### src/rtl/cache_pkg.sv
// Shared cache definitions: flush FSM state, default geometry and tree-PLRU helpers.
// Helpers work on maximum-width vectors; callers pass the real WAY_BITS and truncate.
package cache_pkg;

    localparam int unsigned MAX_WAY_BITS  = 4;
    localparam int unsigned MAX_WAYS      = 1 << MAX_WAY_BITS;
    localparam int unsigned MAX_PLRU_BITS = MAX_WAYS - 1;
    localparam int unsigned DEF_WAY_BITS  = 2;
    localparam int unsigned DEF_WAYS      = 1 << DEF_WAY_BITS;
    localparam int unsigned DEF_SET_BITS  = 4;

    typedef enum logic [0:0] {
        StIdle,
        StFlush
    } flush_state_e;

    // Walk from the root; a 0 bit sends the walk to the left child (2i+1).
    function automatic logic [MAX_WAYS-1:0] plru_victim(input logic [MAX_PLRU_BITS-1:0] state,
                                                        input int unsigned wb);
        int node;
        int leaf;
        node = 0;
        for (int l = 0; l < int'(MAX_WAY_BITS); l++) begin
            if (l < int'(wb)) begin
                node = 2 * node + 1 + int'(state[4'(node)]);
            end
        end
        leaf = node - ((1 << wb) - 1);
        return MAX_WAYS'(1) << leaf;
    endfunction

    // Every node on the path to 'way' is pointed away from it.
    function automatic logic [MAX_PLRU_BITS-1:0] plru_update(input logic [MAX_PLRU_BITS-1:0] state,
                                                             input logic [MAX_WAY_BITS-1:0] way,
                                                             input int unsigned wb);
        logic [MAX_PLRU_BITS-1:0] s;
        int node;
        logic dir;
        s    = state;
        node = 0;
        for (int l = 0; l < int'(MAX_WAY_BITS); l++) begin
            if (l < int'(wb)) begin
                dir            = way[2'(int'(wb) - 1 - l)];
                s[4'(node)]    = ~dir;
                node           = 2 * node + 1 + int'(dir);
            end
        end
        return s;
    endfunction

endpackage

### src/rtl/way_alloc_tracker_plru_tree.sv
// Combinational tree-PLRU for one set: one-hot victim and post-touch next state.
module plru_tree
    import cache_pkg::*;
#(
    parameter int unsigned WAY_BITS = DEF_WAY_BITS
) (
    input  logic [(1 << WAY_BITS)-2:0] state_i,
    input  logic [WAY_BITS-1:0]        way_i,
    output logic [(1 << WAY_BITS)-1:0] victim_o,
    output logic [(1 << WAY_BITS)-2:0] next_o
);

    localparam int unsigned WAYS      = 1 << WAY_BITS;
    localparam int unsigned PLRU_BITS = WAYS - 1;

    assign victim_o = WAYS'(plru_victim(MAX_PLRU_BITS'(state_i), WAY_BITS));
    assign next_o   = PLRU_BITS'(plru_update(MAX_PLRU_BITS'(state_i), MAX_WAY_BITS'(way_i),
                                             WAY_BITS));

endmodule

### src/rtl/way_alloc_tracker.sv
// Per-set valid/PLRU tracker producing a registered refill allocation vector, plus flush sweep.
// Build option WAY_ALLOC_RESET_FLUSH_EN: arrays unreset, reset starts an automatic sweep.
module way_alloc_tracker
    import cache_pkg::*;
#(
    parameter int unsigned NUM_SETS = 16,
    parameter int unsigned WAY_BITS = DEF_WAY_BITS,
    parameter int unsigned SET_BITS = $clog2(NUM_SETS)
) (
    input  logic                        clk,
    input  logic                        rst,
    input  logic                        lookup_valid,
    input  logic [SET_BITS-1:0]         lookup_set,
    input  logic                        touch_valid,
    input  logic [SET_BITS-1:0]         touch_set,
    input  logic [WAY_BITS-1:0]         touch_way,
    input  logic                        touch_fill,
    input  logic                        inv_valid,
    input  logic [SET_BITS-1:0]         inv_set,
    input  logic [WAY_BITS-1:0]         inv_way,
    input  logic                        flush_req,
    output logic                        alloc_valid,
    output logic [(1 << WAY_BITS)-1:0]  free_mask,
    output logic [(1 << WAY_BITS)-1:0]  alloc_mask,
    output logic                        all_valid,
    output logic                        busy,
    output logic                        flush_done
);

    localparam int unsigned WAYS      = 1 << WAY_BITS;
    localparam int unsigned PLRU_BITS = WAYS - 1;

`ifdef WAY_ALLOC_RESET_FLUSH_EN
    localparam flush_state_e ST_RESET = StFlush;
`else
    localparam flush_state_e ST_RESET = StIdle;
`endif

    logic [WAYS-1:0]      valid_q [NUM_SETS];
    logic [WAYS-1:0]      valid_d [NUM_SETS];
    logic [PLRU_BITS-1:0] plru_q  [NUM_SETS];
    logic [PLRU_BITS-1:0] plru_d  [NUM_SETS];

    flush_state_e         state_q, state_d;
    logic [SET_BITS-1:0]  ptr_q, ptr_d;
    logic                 flush_done_q, flush_done_d;
    logic                 alloc_valid_q, alloc_valid_d;
    logic [WAYS-1:0]      free_mask_q, free_mask_d;
    logic [WAYS-1:0]      alloc_mask_q, alloc_mask_d;
    logic                 all_valid_q, all_valid_d;

    logic [WAYS-1:0]      lookup_free;
    logic [WAYS-1:0]      lookup_victim;
    logic [PLRU_BITS-1:0] lookup_next_unused;
    logic [WAYS-1:0]      touch_victim_unused;
    logic [PLRU_BITS-1:0] touch_next;

    plru_tree #(.WAY_BITS(WAY_BITS)) u_lookup_tree (
        .state_i  (plru_q[lookup_set]),
        .way_i    ('0),
        .victim_o (lookup_victim),
        .next_o   (lookup_next_unused)
    );

    plru_tree #(.WAY_BITS(WAY_BITS)) u_touch_tree (
        .state_i  (plru_q[touch_set]),
        .way_i    (touch_way),
        .victim_o (touch_victim_unused),
        .next_o   (touch_next)
    );

    // Lookup reads the pre-edge arrays, so same-cycle touch/inv are not visible.
    always_comb begin
        lookup_free   = ~valid_q[lookup_set];
        alloc_valid_d = lookup_valid;
        free_mask_d   = free_mask_q;
        alloc_mask_d  = alloc_mask_q;
        all_valid_d   = all_valid_q;
        if (lookup_valid) begin
            free_mask_d  = lookup_free;
            alloc_mask_d = (lookup_free != '0) ? lookup_free : lookup_victim;
            all_valid_d  = (lookup_free == '0);
        end
    end

    always_comb begin
        valid_d      = valid_q;
        plru_d       = plru_q;
        state_d      = state_q;
        ptr_d        = ptr_q;
        flush_done_d = 1'b0;
        unique case (state_q)
            StIdle: begin
                if (touch_valid) begin
                    plru_d[touch_set] = touch_next;
                    if (touch_fill) begin
                        valid_d[touch_set][touch_way] = 1'b1;
                    end
                end
                // Applied after the fill so an invalidate of the same way wins.
                if (inv_valid) begin
                    valid_d[inv_set][inv_way] = 1'b0;
                end
                if (flush_req) begin
                    state_d = StFlush;
                    ptr_d   = '0;
                end
            end
            StFlush: begin
                valid_d[ptr_q] = '0;
                plru_d[ptr_q]  = '0;
                ptr_d          = ptr_q + 1'b1;
                if (ptr_q == SET_BITS'(NUM_SETS - 1)) begin
                    state_d      = StIdle;
                    flush_done_d = 1'b1;
                end
            end
            default: state_d = StIdle;
        endcase
    end

    always_ff @(posedge clk or posedge rst) begin
        if (rst) begin
            state_q       <= ST_RESET;
            ptr_q         <= '0;
            flush_done_q  <= 1'b0;
            alloc_valid_q <= 1'b0;
            free_mask_q   <= '0;
            alloc_mask_q  <= '0;
            all_valid_q   <= 1'b0;
        end else begin
            state_q       <= state_d;
            ptr_q         <= ptr_d;
            flush_done_q  <= flush_done_d;
            alloc_valid_q <= alloc_valid_d;
            free_mask_q   <= free_mask_d;
            alloc_mask_q  <= alloc_mask_d;
            all_valid_q   <= all_valid_d;
        end
    end

`ifdef WAY_ALLOC_RESET_FLUSH_EN
    always_ff @(posedge clk) begin
        valid_q <= valid_d;
        plru_q  <= plru_d;
    end
`else
    always_ff @(posedge clk or posedge rst) begin
        if (rst) begin
            valid_q <= '{default: '0};
            plru_q  <= '{default: '0};
        end else begin
            valid_q <= valid_d;
            plru_q  <= plru_d;
        end
    end
`endif

    assign alloc_valid = alloc_valid_q;
    assign free_mask   = free_mask_q;
    assign alloc_mask  = alloc_mask_q;
    assign all_valid   = all_valid_q;
    assign busy        = (state_q == StFlush);
    assign flush_done  = flush_done_q;

endmodule

### config.mk
export PLATFORM = sky130hd
export DESIGN_NAME = way_alloc_tracker
export DESIGN_NICKNAME = d
export VERILOG_FILES = /design/src/rtl/cache_pkg.sv /design/src/rtl/way_alloc_tracker_plru_tree.sv /design/src/rtl/way_alloc_tracker.sv
export SDC_FILE = /design/constraint.sdc
export NUM_CORES = 1
export LEC_CHECK = 0
export ABC_AREA = 1
export BUFFER_PORTS_ARGS = -buffer_cell sky130_fd_sc_hd__buf_2
export CAP_MARGIN = 20
export CELL_PAD_IN_SITES_DETAIL_PLACEMENT = 2
export CELL_PAD_IN_SITES_GLOBAL_PLACEMENT = 2
export CORE_MARGIN = 2
export CORE_UTILIZATION = 30
export CTS_BUF_LIST = sky130_fd_sc_hd__clkbuf_4 sky130_fd_sc_hd__clkbuf_8
export DETAILED_ROUTE_END_ITERATION = 16
export PLACE_DENSITY = 0.81
export SYNTH_ARGS = -nofsm -noshare
export SYNTH_HDL_FRONTEND = slang
export SYNTH_SLANG_ARGS = --single-unit
### constraint.sdc
create_clock -name clk -period 3.57 [get_ports clk]
set_input_delay 0.1785 -clock clk [delete_from_list [all_inputs] [get_ports clk]]
set_output_delay 0.1785 -clock clk [all_outputs]
set_load 0.005 [all_outputs]
==> metrics.yaml <==
clock_network:
  ctsResizeCount: 0
  cts.sinks: 128
  cts_buffer_depth: 2
  htree_levels: 4
  cts_tree: "built"
  clk_pin_slew_ns: 0.09
  cts_setup_buffers: 0
  cts_made_buffers: 17
  cts_root_buf: "clkbuf_8"
  postCtsHoldBufs: 3
  clock_latency_ns: 0.48
timing:
  min_period_ns: 2.17
  tightest_slew_ns: 0.987
  setup_violations: 0
  slew_headroom: 0.340
  clock_skew_ns: 0.0180
  rsz0062_at_grt: "no"
  fmax_ghz: 0.461
  hold_viol: 0
  fin_setup_tns_ns: 0
  fin_crit_sh: 0.608
  slew_violations: 0
synth:
  yosysUniqueCellTypes: 30
  synth_nets: 1161
  synth_seq_cells: 128
  synth_cells: 1134
  syn_avg_cell_area_um2: 6.80
  ys_warn_count: 0
  syn-cell-area_um2: 7710
  seq_area_frac_synth: 0.416
detailed_routing:
  vias: 8160
  drt_pass1_iterations: 5
  drc_errors: 0
  drt_iter0_markers: 518
  antenna_left: 0
  viasPerCell: 5.46
  wirelength_um: 32500
  wl_per_cell_um: 21.8
placement:
  dp_hpwl_um: 22200
  portBuffers: 34
  place_area_um2: 8170
  gp_congestion: 0.821
power:
  powerDensity_nw_per_um2: 574
  power.leakage_nw: 3.99
  ir_drop_v: 0.000372
global_routing:
  grt_overflow: 0
  grt_start_max_net_pins: 129
  grt_pass1_wl_um: 51400
  first_global_vias: 8776
  antenna_found_initial: 0
  grt_use_total: 0.252
die:
  start_util: 0.306
  boundaryPins: 35
  design.core.area_um2: 25200
  die_y_um: 164
  fp-row-count: 58
  chipWidth_um: 164
  die_area_um2: 27000
worst_setup_path:
  critPathSlowestCell: "clkinv_1"
  critPathMaxStageDelay_ns: 0.51
  cp.depth: 6
  crit_family: "buffers and inverters"
  cp_cell_sequence: "clkinv_1, buf_12, nor2_1, nor2_1, nand2_1, o21ai_0"
  cpMostUsedCell: "nor2_1"
  crit_arrival_ns: 2.51
  worst_setup_path_start_kind: "flop"
  ff2ff_path_depth: 6
  critPathMaxFanout: 53
  worstSetupEndpointType: "flop"
  critPathKind: "reg -> reg"
  required_ns: 3.91
  path_buf_inv: 2
finish:
  drive_gt1_frac: 0.0756
  n_antenna_cell: 0
  layout.nets: 1178
  finalInstanceArea_um2: 8590
  syn_to_final_growth_pct: 11.4
job:
  cap_violations: 0
status:
  outcome: "completed"
min_path:
  min_path_cells: 2
  min_path_type: "in -> reg"
-- report_power, final --
group / internal [mW] / switching [mW] / leakage [nW]
combinational: 0.503 / 1.24 / 2.06
sequential: 1.69 / 0.183 / 1.75
clock: 0.634 / 0.684 / 0.182
total: 2.82 / 2.10 / 3.99
-- kinds of logic after synthesis --
family / count (synthesis) / synth area share
buffers and inverters: 205 / 0.105
XOR/XNOR: 1 / 0.00114
flip-flops: 128 / 0.416
AND/OR/NAND/NOR: 526 / 0.282
adder cells (fa/ha/maj): 4 / 0.00649
AO/OA/AOI/OAI: 270 / 0.190
-- final cells by class --
class | count | area, um^2
tap | 330 | 413
timing repair buffer | 47 | 300
clock inverter | 14 | 143
clock buffer | 18 | 248
inverter | 156 | 589
fill | 3066 | 16600
multi-input combinational | 801 | 3690
sequential | 128 | 3200
-- cells in the final DEF, fill, tap and decap left out, drive strengths merged --
cell / Yosys / layout
a21oi: 106 / 106
a22o: 1 / 1
a22oi: 5 / 5
a31oi: 1 / 1
buf: 25 / 44
bufinv: 0 / 2
clkbuf: 24 / 18
clkinv: 2 / 8
clkinvlp: 0 / 7
dfrtp: 128 / 128
dlygate4sd3: 0 / 3
ha: 4 / 4
inv: 154 / 153
nand2: 320 / 320
nand3: 121 / 121
nand4: 2 / 2
nor2: 80 / 80
nor3: 2 / 2
o211ai: 10 / 10
o21ai: 95 / 95
o21bai: 2 / 2
o22ai: 50 / 50
or2: 1 / 1
xnor2: 1 / 1
-- worst paths after layout --
path	slack [ns]	from	end
max in group asynchronous	2.53	rst	valid_q[31]
max	1.40	busy	plru_q[0]
min reg2reg	0.49	free_mask[2]	free_mask[2]
min	0.08	touch_way[1]	plru_q[33]
max reg2reg	1.40	busy	plru_q[0]
min in group asynchronous	0.44	rst	plru_q[32]
-- state kept, by name, summed over array words and instances, names as in the netlist --
register and flops:
flush_done 1, ptr_q 4, busy 1, plru_q 48
valid_q 64, free_mask 4, alloc_mask 4, all_valid 1
alloc_valid 1
-- synth_stat cells --
master	n	area share
ha_1	4	0.0065
inv_1	152	0.074
o22ai_1	50	0.041
clkbuf_1	24	0.012
clkinv_1	2	0.00097
nor2_2	2	0.0016
o21ai_1	2	0.0013
nor2_4	1	0.0015
nor3_1	2	0.0013
o21ai_0	93	0.060
buf_6	2	0.0029
nand2_1	316	0.15
buf_4	2	0.0019
inv_2	2	0.00097
buf_2	16	0.010
buf_1	5	0.0024
a21oi_1	106	0.069
a22oi_1	5	0.0049
a22o_1	1	0.0011
or2_2	1	0.00081
nand3_1	120	0.078
nand4_1	2	0.0016
nor2_1	77	0.038
a31oi_1	1	0.00081
xnor2_1	1	0.0011
o21bai_1	2	0.0019
nand2_2	4	0.0032
nand3_4	1	0.0023
o211ai_1	10	0.0097
dfrtp_1	128	0.42
-- stage by stage --
step | std cells | power, mW | hold slack, ns | setup slack (ns) | utilization
6_report | 1494 | 4.93 | 0.0776 | 1.40 | 0.341
2_1_floorplan | 1134 | 2.98 | 0.210 | 1.81 | -
3_3_place_gp | 1459 | 3.50 | 0.404 | 1.40 | 0.324
3_5_place_dp | 1459 | 3.60 | 0.406 | 1.28 | 0.324
5_1_grt | 1494 | 5.26 | 0.100 | 1.25 | 0.341
4_1_cts | 1494 | 4.95 | 0.0704 | 1.46 | 0.341
-- routing by layer --
metal / track usage / vias up / wire (um)
met5: 0 / - / 0
li1: - / 3726 / -
met1: 0.343 / 4225 / 14900
met2: 0.411 / 173 / 15500
met3: 0.0432 / 36 / 1500
met4: 0.0726 / 0 / 663
No activity file was read; power rests on OpenSTA's default activity.
